## src/rtl/queue_alu_seq_pkg.sv

```systemverilog
`default_nettype none
`timescale 1ns/1ps
// ============================================================================
// Module : queue_calc_pkg
// Brief  : Opcode, queue-command and FSM state encodings for the queue ALU.
// Rev    : 1.0
// ============================================================================
package queue_calc_pkg;

    localparam logic [3:0] PUSH_CODE = 4'h0;
    localparam logic [3:0] POP_CODE  = 4'h1;
    localparam logic [3:0] ADD_CODE  = 4'h2;
    localparam logic [3:0] MULL_CODE = 4'h3;
    localparam logic [3:0] SUB_CODE  = 4'h4;
    localparam logic [3:0] DIV_CODE  = 4'h5;
    localparam logic [3:0] REM_CODE  = 4'h6;

    localparam logic [1:0] Q_PUSH         = 2'b00;
    localparam logic [1:0] Q_SLEEP        = 2'b01;
    localparam logic [1:0] Q_POP          = 2'b11;
    localparam logic [1:0] Q_GET_AND_PUSH = 2'b10;

    typedef enum logic [0:0] {
        IDLE = 1'b0,
        DIV  = 1'b1
    } alu_state_t;

endpackage : queue_calc_pkg
`default_nettype wire

```

## src/rtl/queue_alu_seq_if.sv

```systemverilog
`default_nettype none
`timescale 1ns/1ps
// ============================================================================
// Module : queue_alu_seq_if
// Brief  : Operation-in / result-out handshake bundle of the queue ALU.
// Rev    : 1.0
// ============================================================================
interface queue_alu_seq_if #(
    parameter int W = 8
);
    logic             in_valid;
    logic             in_ready;
    logic [3:0]       opcode;
    logic [2*W-1:0]   operands;
    logic [W-1:0]     push_val;
    logic             out_valid;
    logic             out_ready;
    logic [W-1:0]     result;
    logic [1:0]       queue_op;
    logic             ovf;
    logic             has_calc_err;
    logic             err_sticky;
    logic             busy;

    modport master (
        output in_valid, opcode, operands, push_val, out_ready,
        input  in_ready, out_valid, result, queue_op, ovf, has_calc_err,
               err_sticky, busy
    );

    modport slave (
        input  in_valid, opcode, operands, push_val, out_ready,
        output in_ready, out_valid, result, queue_op, ovf, has_calc_err,
               err_sticky, busy
    );
endinterface : queue_alu_seq_if
`default_nettype wire

```

## src/rtl/queue_alu_seq_div_iter.sv

```systemverilog
`default_nettype none
`timescale 1ns/1ps
// ============================================================================
// Module : queue_div_iter
// Brief  : Restoring divider, one quotient bit per cycle, fixed W-cycle latency.
// Rev    : 1.0
// ============================================================================
module queue_div_iter #(
    parameter int W = 8
) (
    input  logic         clk,
    input  logic         rst,
    input  logic         start,
    input  logic [W-1:0] dividend,
    input  logic [W-1:0] divisor,
    output logic         done,
    output logic [W-1:0] quotient,
    output logic [W-1:0] remainder
);
    localparam int           CW         = $clog2(W + 1);
    localparam logic [CW-1:0] C_CNT_LOAD = CW'(W);
    localparam logic [CW-1:0] C_CNT_ONE  = CW'(1);

    logic [CW-1:0] r_cnt;
    logic [W-1:0]  r_rem;
    logic [W-1:0]  r_quo;
    logic [W-1:0]  r_dvs;

    logic [W:0]    w_partial;
    logic [W:0]    w_diff;
    logic          w_fits;
    logic [W-1:0]  w_rem_nxt;
    logic [W-1:0]  w_quo_nxt;

    // The dividend shifts out of r_quo while quotient bits shift in behind it.
    always_comb begin
        w_partial = {r_rem, r_quo[W-1]};
        w_diff    = w_partial - {1'b0, r_dvs};
        w_fits    = (w_partial >= {1'b0, r_dvs});
        w_rem_nxt = w_fits ? w_diff[W-1:0] : w_partial[W-1:0];
        w_quo_nxt = {r_quo[W-2:0], w_fits};
    end

    always_ff @(posedge clk or negedge rst) begin
        if (!rst) begin
            r_cnt <= '0;
            r_rem <= '0;
            r_quo <= '0;
            r_dvs <= '0;
        end else if (start) begin
            r_cnt <= C_CNT_LOAD;
            r_rem <= '0;
            r_quo <= dividend;
            r_dvs <= divisor;
        end else if (r_cnt != '0) begin
            r_cnt <= r_cnt - C_CNT_ONE;
            r_rem <= w_rem_nxt;
            r_quo <= w_quo_nxt;
        end
    end

    // Final step is presented combinationally so the caller can register it directly.
    assign done      = (r_cnt == C_CNT_ONE);
    assign quotient  = w_quo_nxt;
    assign remainder = w_rem_nxt;

endmodule : queue_div_iter
`default_nettype wire

```

## src/rtl/queue_alu_seq.sv

```systemverilog
`default_nettype none
`timescale 1ns/1ps
// ============================================================================
// Module : queue_alu_seq
// Brief  : Sequential queue-calculator ALU with handshakes and iterative DIV/REM.
// Rev    : 1.0
// ============================================================================
module queue_alu_seq
    import queue_calc_pkg::*;
#(
    parameter int W = 8
) (
    input  logic               clk,
    input  logic               rst,
    queue_alu_seq_if.slave     bus
);
    alu_state_t     r_state;
    alu_state_t     w_state_nxt;
    logic           r_is_rem;

    logic           r_out_valid;
    logic [W-1:0]   r_result;
    logic [1:0]     r_queue_op;
    logic           r_ovf;
    logic           r_err;
    logic           r_sticky;

    logic [W-1:0]   w_a;
    logic [W-1:0]   w_b;
    logic [W:0]     w_sum;
    logic [W:0]     w_diff;
    logic [2*W-1:0] w_prod;
    logic           w_in_ready;
    logic           w_accept;
    logic           w_load;
    logic           w_start;
    logic [W-1:0]   w_res;
    logic [1:0]     w_qop;
    logic           w_ovf;
    logic           w_err;

    logic           w_div_done;
    logic [W-1:0]   w_quo;
    logic [W-1:0]   w_rem;

    assign w_a    = bus.operands[2*W-1:W];
    assign w_b    = bus.operands[W-1:0];
    assign w_sum  = {1'b0, w_a} + {1'b0, w_b};
    assign w_diff = {1'b0, w_b} - {1'b0, w_a};
    assign w_prod = {{W{1'b0}}, w_a} * {{W{1'b0}}, w_b};

    assign w_in_ready = (r_state == IDLE) && (!r_out_valid || bus.out_ready);
    assign w_accept   = bus.in_valid && w_in_ready;

    always_comb begin
        w_state_nxt = r_state;
        w_load      = 1'b0;
        w_start     = 1'b0;
        w_res       = '0;
        w_qop       = Q_SLEEP;
        w_ovf       = 1'b0;
        w_err       = 1'b0;
        case (r_state)
            IDLE: begin
                if (w_accept) begin
                    w_load = 1'b1;
                    case (bus.opcode)
                        PUSH_CODE: begin
                            w_res = bus.push_val;
                            w_qop = Q_PUSH;
                        end
                        POP_CODE: w_qop = Q_POP;
                        ADD_CODE: begin
                            w_res = w_sum[W-1:0];
                            w_ovf = w_sum[W];
                            w_qop = Q_GET_AND_PUSH;
                        end
                        MULL_CODE: begin
                            w_res = w_prod[W-1:0];
                            w_ovf = |w_prod[2*W-1:W];
                            w_qop = Q_GET_AND_PUSH;
                        end
                        SUB_CODE: begin
                            w_res = w_diff[W-1:0];
                            w_ovf = w_diff[W];
                            w_qop = Q_GET_AND_PUSH;
                        end
                        DIV_CODE, REM_CODE: begin
                            if (w_a == '0) begin
                                w_err = 1'b1;
                            end else begin
                                w_load      = 1'b0;
                                w_start     = 1'b1;
                                w_state_nxt = DIV;
                            end
                        end
                        default: ;
                    endcase
                end
            end
            DIV: begin
                if (w_div_done) begin
                    w_load      = 1'b1;
                    w_res       = r_is_rem ? w_rem : w_quo;
                    w_qop       = Q_GET_AND_PUSH;
                    w_state_nxt = IDLE;
                end
            end
            default: w_state_nxt = IDLE;
        endcase
    end

    always_ff @(posedge clk or negedge rst) begin
        if (!rst) begin
            r_state  <= IDLE;
            r_is_rem <= 1'b0;
        end else begin
            r_state <= w_state_nxt;
            if (w_start) begin
                r_is_rem <= (bus.opcode == REM_CODE);
            end
        end
    end

    // A DIV is only accepted once the previous result has gone, so a load never overwrites.
    always_ff @(posedge clk or negedge rst) begin
        if (!rst) begin
            r_out_valid <= 1'b0;
            r_result    <= '0;
            r_queue_op  <= Q_SLEEP;
            r_ovf       <= 1'b0;
            r_err       <= 1'b0;
            r_sticky    <= 1'b0;
        end else if (w_load) begin
            r_out_valid <= 1'b1;
            r_result    <= w_res;
            r_queue_op  <= w_qop;
            r_ovf       <= w_ovf;
            r_err       <= w_err;
            r_sticky    <= r_sticky | w_err;
        end else if (bus.out_ready) begin
            r_out_valid <= 1'b0;
        end
    end

    queue_div_iter #(
        .W (W)
    ) u_div (
        .clk       (clk),
        .rst       (rst),
        .start     (w_start),
        .dividend  (w_b),
        .divisor   (w_a),
        .done      (w_div_done),
        .quotient  (w_quo),
        .remainder (w_rem)
    );

    assign bus.in_ready     = w_in_ready;
    assign bus.out_valid    = r_out_valid;
    assign bus.result       = r_result;
    assign bus.queue_op     = r_queue_op;
    assign bus.ovf          = r_ovf;
    assign bus.has_calc_err = r_err;
    assign bus.err_sticky   = r_sticky;
    assign bus.busy         = (r_state == DIV);

endmodule : queue_alu_seq
`default_nettype wire

```

## src/flat_wrapper.sv

```systemverilog
// flat-port wrapper written by rule: the top's interface ports become plain ports
module queue_alu_seq_flat import queue_calc_pkg::*;
#(
    parameter int W = 8
)
  (clk, rst, bus_in_valid, bus_opcode, bus_operands, bus_push_val, bus_out_ready, bus_in_ready, bus_out_valid, bus_result, bus_queue_op, bus_ovf, bus_has_calc_err, bus_err_sticky, bus_busy);
  queue_alu_seq_if #(.W(W)) bus_i ();
  input  logic clk;
  input  logic rst;
  input wire logic [$bits(bus_i.in_valid)-1:0] bus_in_valid;
  input wire logic [$bits(bus_i.opcode)-1:0] bus_opcode;
  input wire logic [$bits(bus_i.operands)-1:0] bus_operands;
  input wire logic [$bits(bus_i.push_val)-1:0] bus_push_val;
  input wire logic [$bits(bus_i.out_ready)-1:0] bus_out_ready;
  output wire logic [$bits(bus_i.in_ready)-1:0] bus_in_ready;
  output wire logic [$bits(bus_i.out_valid)-1:0] bus_out_valid;
  output wire logic [$bits(bus_i.result)-1:0] bus_result;
  output wire logic [$bits(bus_i.queue_op)-1:0] bus_queue_op;
  output wire logic [$bits(bus_i.ovf)-1:0] bus_ovf;
  output wire logic [$bits(bus_i.has_calc_err)-1:0] bus_has_calc_err;
  output wire logic [$bits(bus_i.err_sticky)-1:0] bus_err_sticky;
  output wire logic [$bits(bus_i.busy)-1:0] bus_busy;
  assign bus_i.in_valid = bus_in_valid;
  assign bus_i.opcode = bus_opcode;
  assign bus_i.operands = bus_operands;
  assign bus_i.push_val = bus_push_val;
  assign bus_i.out_ready = bus_out_ready;
  assign bus_in_ready = bus_i.in_ready;
  assign bus_out_valid = bus_i.out_valid;
  assign bus_result = bus_i.result;
  assign bus_queue_op = bus_i.queue_op;
  assign bus_ovf = bus_i.ovf;
  assign bus_has_calc_err = bus_i.has_calc_err;
  assign bus_err_sticky = bus_i.err_sticky;
  assign bus_busy = bus_i.busy;
  queue_alu_seq #(.W(W)) u_core (.clk(clk), .rst(rst), .bus(bus_i));
endmodule
```

## config.mk

```make
export PLATFORM = sky130hd
export DESIGN_NAME = queue_alu_seq_flat
export DESIGN_NICKNAME = d
export VERILOG_FILES = /design/src/rtl/queue_alu_seq_pkg.sv /design/src/rtl/queue_alu_seq_if.sv /design/src/rtl/queue_alu_seq_div_iter.sv /design/src/rtl/queue_alu_seq.sv /design/src/flat_wrapper.sv
export SDC_FILE = /design/constraint.sdc
export NUM_CORES = 1
export LEC_CHECK = 0
export ABC_AREA = 1
export CORE_MARGIN = 2
export CORE_UTILIZATION = 66
export CTS_BUF_LIST = sky130_fd_sc_hd__clkbuf_4 sky130_fd_sc_hd__clkbuf_8
export CTS_CLUSTER_DIAMETER = 60
export DETAILED_ROUTE_END_ITERATION = 16
export PLACE_DENSITY_LB_ADDON = 0.25
export RECOVER_POWER = 50
export SLEW_MARGIN = 20
export SYNTH_ARGS = -nofsm -noshare
export SYNTH_HDL_FRONTEND = slang
export SYNTH_SLANG_ARGS = --single-unit
export TNS_END_PERCENT = 50
```

## constraint.sdc

```tcl
create_clock -name clk -period 5.2 [get_ports clk]
set_clock_uncertainty 0.15 [all_clocks]
set_input_delay 0.78 -clock clk [delete_from_list [all_inputs] [get_ports clk]]
set_output_delay 0.78 -clock clk [all_outputs]
set_load 0.02 [all_outputs]
```

-- Yosys cells after proc, flatten, opt, wreduce, memory -nomap -nowiden
Index checks and enable logic that the tools add are counted.
- output and inout bits: 16
- input bits: 32
- register bits after elaboration: 44
- logic and storage cells: 74
- reductions and logical operators: 12
- $add $sub $neg: 4
- equality and inequality tests: 7
- magnitude comparators: 1
- bitwise operators: 2
- muxes and demuxes: 35
- $mul: 1
- operators by type and width (operator ; count):
    $mux 8 ; 8
    $pmux 8 s4 ; 1
    $mul 8x8->16 ; 1
    $mux 1 ; 16
    $pmux 8 s2 ; 1
    $eq 4x3->1 const B ; 3
    $add 8x8->9 ; 1
    $ge 9x8->1 ; 1
    $sub 8x8->9 ; 1
    $eq 4x1->1 const B ; 2
    $eq 4x2->1 const B ; 2
    $logic_not 8->1 ; 1
    $mux 4 ; 2
    $reduce_or 8->1 ; 1
    $sub 8x8->8 ; 1
    $pmux 2 s3 ; 1
    $logic_not 4->1 ; 1
    $mux 2 ; 2
    $pmux 1 s2 ; 2
    $pmux 2 s2 ; 1
    $reduce_bool 2->1 ; 2
    $reduce_bool 4->1 ; 1
    $sub 4x1->4 const B ; 1
    $pmux 1 s3 ; 1
    7 further kinds ; 8

-- Longest topological paths before layout
- depth after elaboration: 7
- gate-level depth with buffers: 25
- mapped depth without buffers: 25

-- Hierarchy
A second synthesis with hierarchy kept.
- cells, all modules: 880
- area total of the unflattened synthesis: 6034.5 um^2
- modules (own cells, without submodules) (module ; times used ; sequential area each (um^2) ; cells each ; area each (um^2)):
    queue_alu_seq ; 1 ; 401.6 ; 633 ; 4185.3
    queue_div_iter ; 1 ; 700.7 ; 247 ; 1849.3

-- Worst setup path after synthesis
No wires, ideal clock.
- kind: in2reg
- from: input bus_operands[9]
- to: register u_core.r_ovf (netlist: u_core.bus.ovf)
- library setup time: 0.117 ns
- path buffers: 1
- slack: 0.568 ns
- required time: 4.933 ns
- stages: 22
- arrival: 4.365 ns
- path through: clkbuf_1 -> nand2_1 -> fa_1 -> fa_1 -> fa_1 -> fa_1 -> inv_1 -> ha_1 -> nand2_1 -> inv_1 -> nand2_1 -> nand2_1 -> inv_1 -> nand3b_1 -> nand2_1 -> nand2_1 -> nor2_1 -> nand3_1 -> nand2_1 -> nand2_1 -> nand2_1 -> nand2_1
- longest elaborated chain between the ends: 5
- elaborated cells between the ends (all ways): 12
- classes of those cells: add/sub (2); mul (1); mux (7); reduce/logical (2)
- ends and longest elaborated chain (element ; RTL line ; source):
    start: declaration ; flat_wrapper.sv:12 ; input wire logic [$bits(bus_i.operands)-1:0] bus_operands;
    $mul 8x8->16 / $logic_not 8->1 (equally long branches) ; queue_alu_seq.sv:50, queue_alu_seq.sv:89 ;
    $reduce_or 8->1 / $mux 1 (equally long branches) ; queue_alu_seq.sv:80, queue_alu_seq.sv:89 ;
    $pmux 1 s3 / $mux 1 (equally long branches) ; queue_alu_seq.sv:67 ; case (bus.opcode)
    $mux 1 ; queue_alu_seq.sv:65 ; if (w_accept) begin
    $mux 1 / $pmux 1 s2 (equally long branches) ; queue_alu_seq.sv:63 ; case (r_state)
    end signal: assignment ; queue_alu_seq.sv:138 ; r_ovf <= w_ovf;
    end: declaration ; queue_alu_seq.sv:24 ; logic r_ovf;
Several ways; a longest one is shown, not always the timed one.
A chain may end at the register's enable or synchronous reset.

-- Final worst setup path
- from: input bus_operands[12]
- to: register u_core.r_ovf (netlist: u_core.bus.ovf)
Same word-level chain as after synthesis.

==> key figures <==
Place
  • Placed insts: between 900 and 1000
  • Port bufs: 47
  • Placement Setup Slack: -0.2881 ns
  • GPL Wtd Cong: around 1
  • HPWL Detailed: 12930 um

Hold path
  • Hold path start: u_core.bus.has_calc_err$_DFFE_PN0P_
  • Hold WC Path Type: reg2reg

Timing
  • Setup-failing EPs final: 0
  • Least-Margin Pin Slew: 2.396 ns
  • Period utilisation layout: 0.9531
  • Final worst slack: 0.2439 ns
  • Count of final hold-check violations: 0
  • Max Freq: between 0.2 and 0.25 GHz
  • RSZ-0062 raised after global routing: false
  • Crit path time final: about 5 ns
  • Final setup TNS: 0 ns
  • Rel. slew slack: -0.5976
  • Max-slew violations: 45

Synthesis
  • Adder-cell share of the synthesized area: 0.2728
  • Xor/xnor cell area share of the yosys netlist: 0.01075
  • Combinational family with the most area after synthesis: simple AND/OR/NAND/NOR gates
  • Top FF cell, synth: dfrtp_1
  • YS warnings: 0
  • Number of synthesized flops with an enable pin: 0
  • Async SR Flop Fraction: 1.000
  • Synth Area in Compound Gates: 0.08904
  • Leading area contributor after synthesis: dfrtp_1
  • Synth area leaders: dfrtp_1 (19%), nand2_1 (17%), fa_1 (14%)
  • Mapped Cells: 834
  • Post-Synth Simple-Gate Area: 0.2888
  • Mean Syn Cell Area: 6.841 um2
  • Top cell type's share of synthesized area: 0.1886
  • Seq/Total Area, Yosys: 0.1932
  • Syn nets: about 970
  • Mux share of post-synthesis cell area: 0
  • Synth Cell Area: 5705 um2
  • Synthesis-stage register bit count: 44
  • Unique masters post-synth: 45

CTS
  • CTS Buffer Depth: 2
  • Clk sinks: 44
  • Clk Latency, worst-skew pair: 0.30 ns
  • Post-cts gate resize count: 0
  • CTS clk-pin slew, worst paths: 0.09 ns
  • Clk root buf: clkbuf_8
  • Setup Buffers After CTS: 0
  • H-tree levels: 2
  • Cts bufs inserted: 5
  • Post-CTS Hold Fix Bufs: 0
  • CTS tree: built

Cells and area
  • P&R area growth vs syn: 15.68%
  • Final std cells w/o fill: ~1000
  • Share of layout cells above drive strength 1: 0.09933
  • Nets: 1028
  • Most frequent cells in the layout: nand2_1 (260), inv_1 (169), ha_1 (55), nand3_1 (45), dfrtp_1 (43)
  • N_diodes: 0
  • Commonest non-fill, non-tap cell in the layout: nand2_1

GRT
  • Initial antenna violation count: 0
  • Overflow after GRT: 0
  • GRT Total Usage: 0.3492
  • Largest net degree at the start of global routing: between 40 and 50
  • Vias in the first global route: 5645
  • First-pass GRT wire length: 26790 um

Worst setup path
  • Crit path max fanout: 8
  • Worst EP arrival: 5.00 ns
  • Critical path type: in2reg
  • Crit. End Element: flop
  • Critical Path RT: 5.24 ns
  • Crit Reg-Reg Startpoint: u_core.u_div.r_rem[1]$_DFFE_PN0P_
  • Critical Path Source Type: primary input
  • CP startpoint: bus_operands[12]

Floorplan
  • Die ar.: ~9400 um2
  • Initial core utilization: 0.6875
  • Die height: 96.98 um
  • Rows: 33
  • Width of the die: 96.98 um
  • Core area: slightly above 8000 um2
  • I/O Pins: 48

Routing
  • DRT iter0 DRCs: 489
  • DRC Markers: 0
  • Met2 WL: 7207 um
  • Post-route ant nets: 0
  • Wire per inst: 15.73 um
  • DR top layer: met4
  • Routed vias/inst: 5.648
  • Via count: 5654
  • Total routed wirelength: 15750 um
  • Met3 WL: 1440 um
  • Pre-Repair DR Iteration Count: 5
  • M1 wire length: 6793 um

Status
  • Status: complete, but fails checks
  • Failing checks: capacitance limit, slew limit

Run
  • Number of max-cap violations: 1

Power and ir drop
  • Tot Pwr: 2.977 mW
  • Max rail drop VDD: 0.2745 mV
  • Pwr/cell area: around 450 nW/um2
  • Static Leak: approximately 3.8 nW
-- critical path, stage by stage --
cell and delay [ns]:
clkdlybuf4s50_1 0.51, buf_4 0.20, nand2_1 0.09, fa_1 0.55
inv_1 0.05, fa_1 0.54, inv_1 0.06, fa_1 0.54
inv_1 0.05, ha_1 0.34, ha_4 0.32, nand2_1 0.10
nor2_1 0.14, nand3_1 0.12, nand4_1 0.11, nand2_1 0.09
nor2_1 0.09, nand3_1 0.11, nand2_1 0.07, nand2_1 0.05
nand2_1 0.05, nand2_1 0.05
-- final cells by class --
class | instances | area (um2)
repair buffers | 82 | 750.7
fillers | 595 | 1699
clock buffers | 5 | 68.82
flip-flops and latches | 44 | 1102
clock inverters | 3 | 18.77
multi-input cells | 583 | 3856
well taps | 105 | 131.4
inverters | 179 | 671.9
-- power breakdown --
part           total (mW)  leakage, nW  internal [mW]  switching, mW
Combinational        2.16         3.23          0.854           1.30
Sequential          0.603        0.531          0.499          0.104
Clock               0.218       0.0479         0.0939          0.124
-- routing by layer --
metal  vias to the layer above  track usage
met4                         0      0.06934
li1                       2684            -
met5                         -            0
met3                        35      0.05853
met1                      2665       0.5007
met2                       270       0.5636
-- worst paths after layout --
kind	endpoint	slack, ns	depth (start not counted)
min in group asynchronous	u_core.u_div.r_dvs[5]$_DFFE_PN0P_	1.05	1
max in group asynchronous	u_core.bus.has_calc_err$_DFFE_PN0P_	2.48	1
setup / recovery	u_core.bus.ovf$_DFFE_PN0P_	0.24	22
hold / removal	u_core.bus.has_calc_err$_DFFE_PN0P_	0.35	2
hold reg to reg	u_core.bus.has_calc_err$_DFFE_PN0P_	0.35	2
setup reg to reg	u_core.bus.result[6]$_DFFE_PN0P_	2.76	11
-- stage by stage --
stage	util	hold WS (ns)	instance area [um2]
2_1_floorplan	-	0.3030	5705
3_3_place_gp	0.7720	0.2984	6407
3_5_place_dp	0.7720	0.3282	6407
4_1_cts	0.7826	0.3507	6495
5_1_grt	0.7953	0.3634	6600
6_report	0.7953	0.3464	6600
-- synth_stat cells, types with 4 or more instances --
| cell type | n |
|---|---|
| a21oi_1 | 31 |
| buf_2 | 8 |
| buf_6 | 5 |
| clkbuf_1 | 13 |
| dfrtp_1 | 43 |
| fa_1 | 39 |
| ha_1 | 62 |
| inv_1 | 169 |
| inv_2 | 10 |
| nand2_1 | 263 |
| nand3_1 | 46 |
| nand3b_1 | 5 |
| nand4_1 | 12 |
| nor2_1 | 41 |
| nor3_1 | 5 |
| o21ai_0 | 24 |
| o21ai_1 | 8 |
| o22ai_1 | 7 |
| or2_2 | 4 |
| xor2_1 | 4 |
-- sequential cells by signal, summed over array words and instances (netlist names) --
register,count
u_core.bus.busy,1
u_core.bus.err_sticky,1
u_core.bus.has_calc_err,1
u_core.bus.out_valid,1
u_core.bus.ovf,1
u_core.bus.queue_op,2
u_core.bus.result,8
u_core.r_is_rem,1
u_core.u_div.r_cnt,4
u_core.u_div.r_dvs,8
u_core.u_div.r_quo,8
u_core.u_div.r_rem,8
-- kinds of logic after synthesis --
| family | Yosys count |
|---|---|
| AO/OA/AOI/OAI | 87 |
| XOR/XNOR | 7 |
| adder cells (fa/ha/maj) | 101 |
| buffers and inverters | 207 |
| flip-flops | 44 |
| AND/OR/NAND/NOR | 388 |
Note: power is estimated with default switching activity, not from simulation.
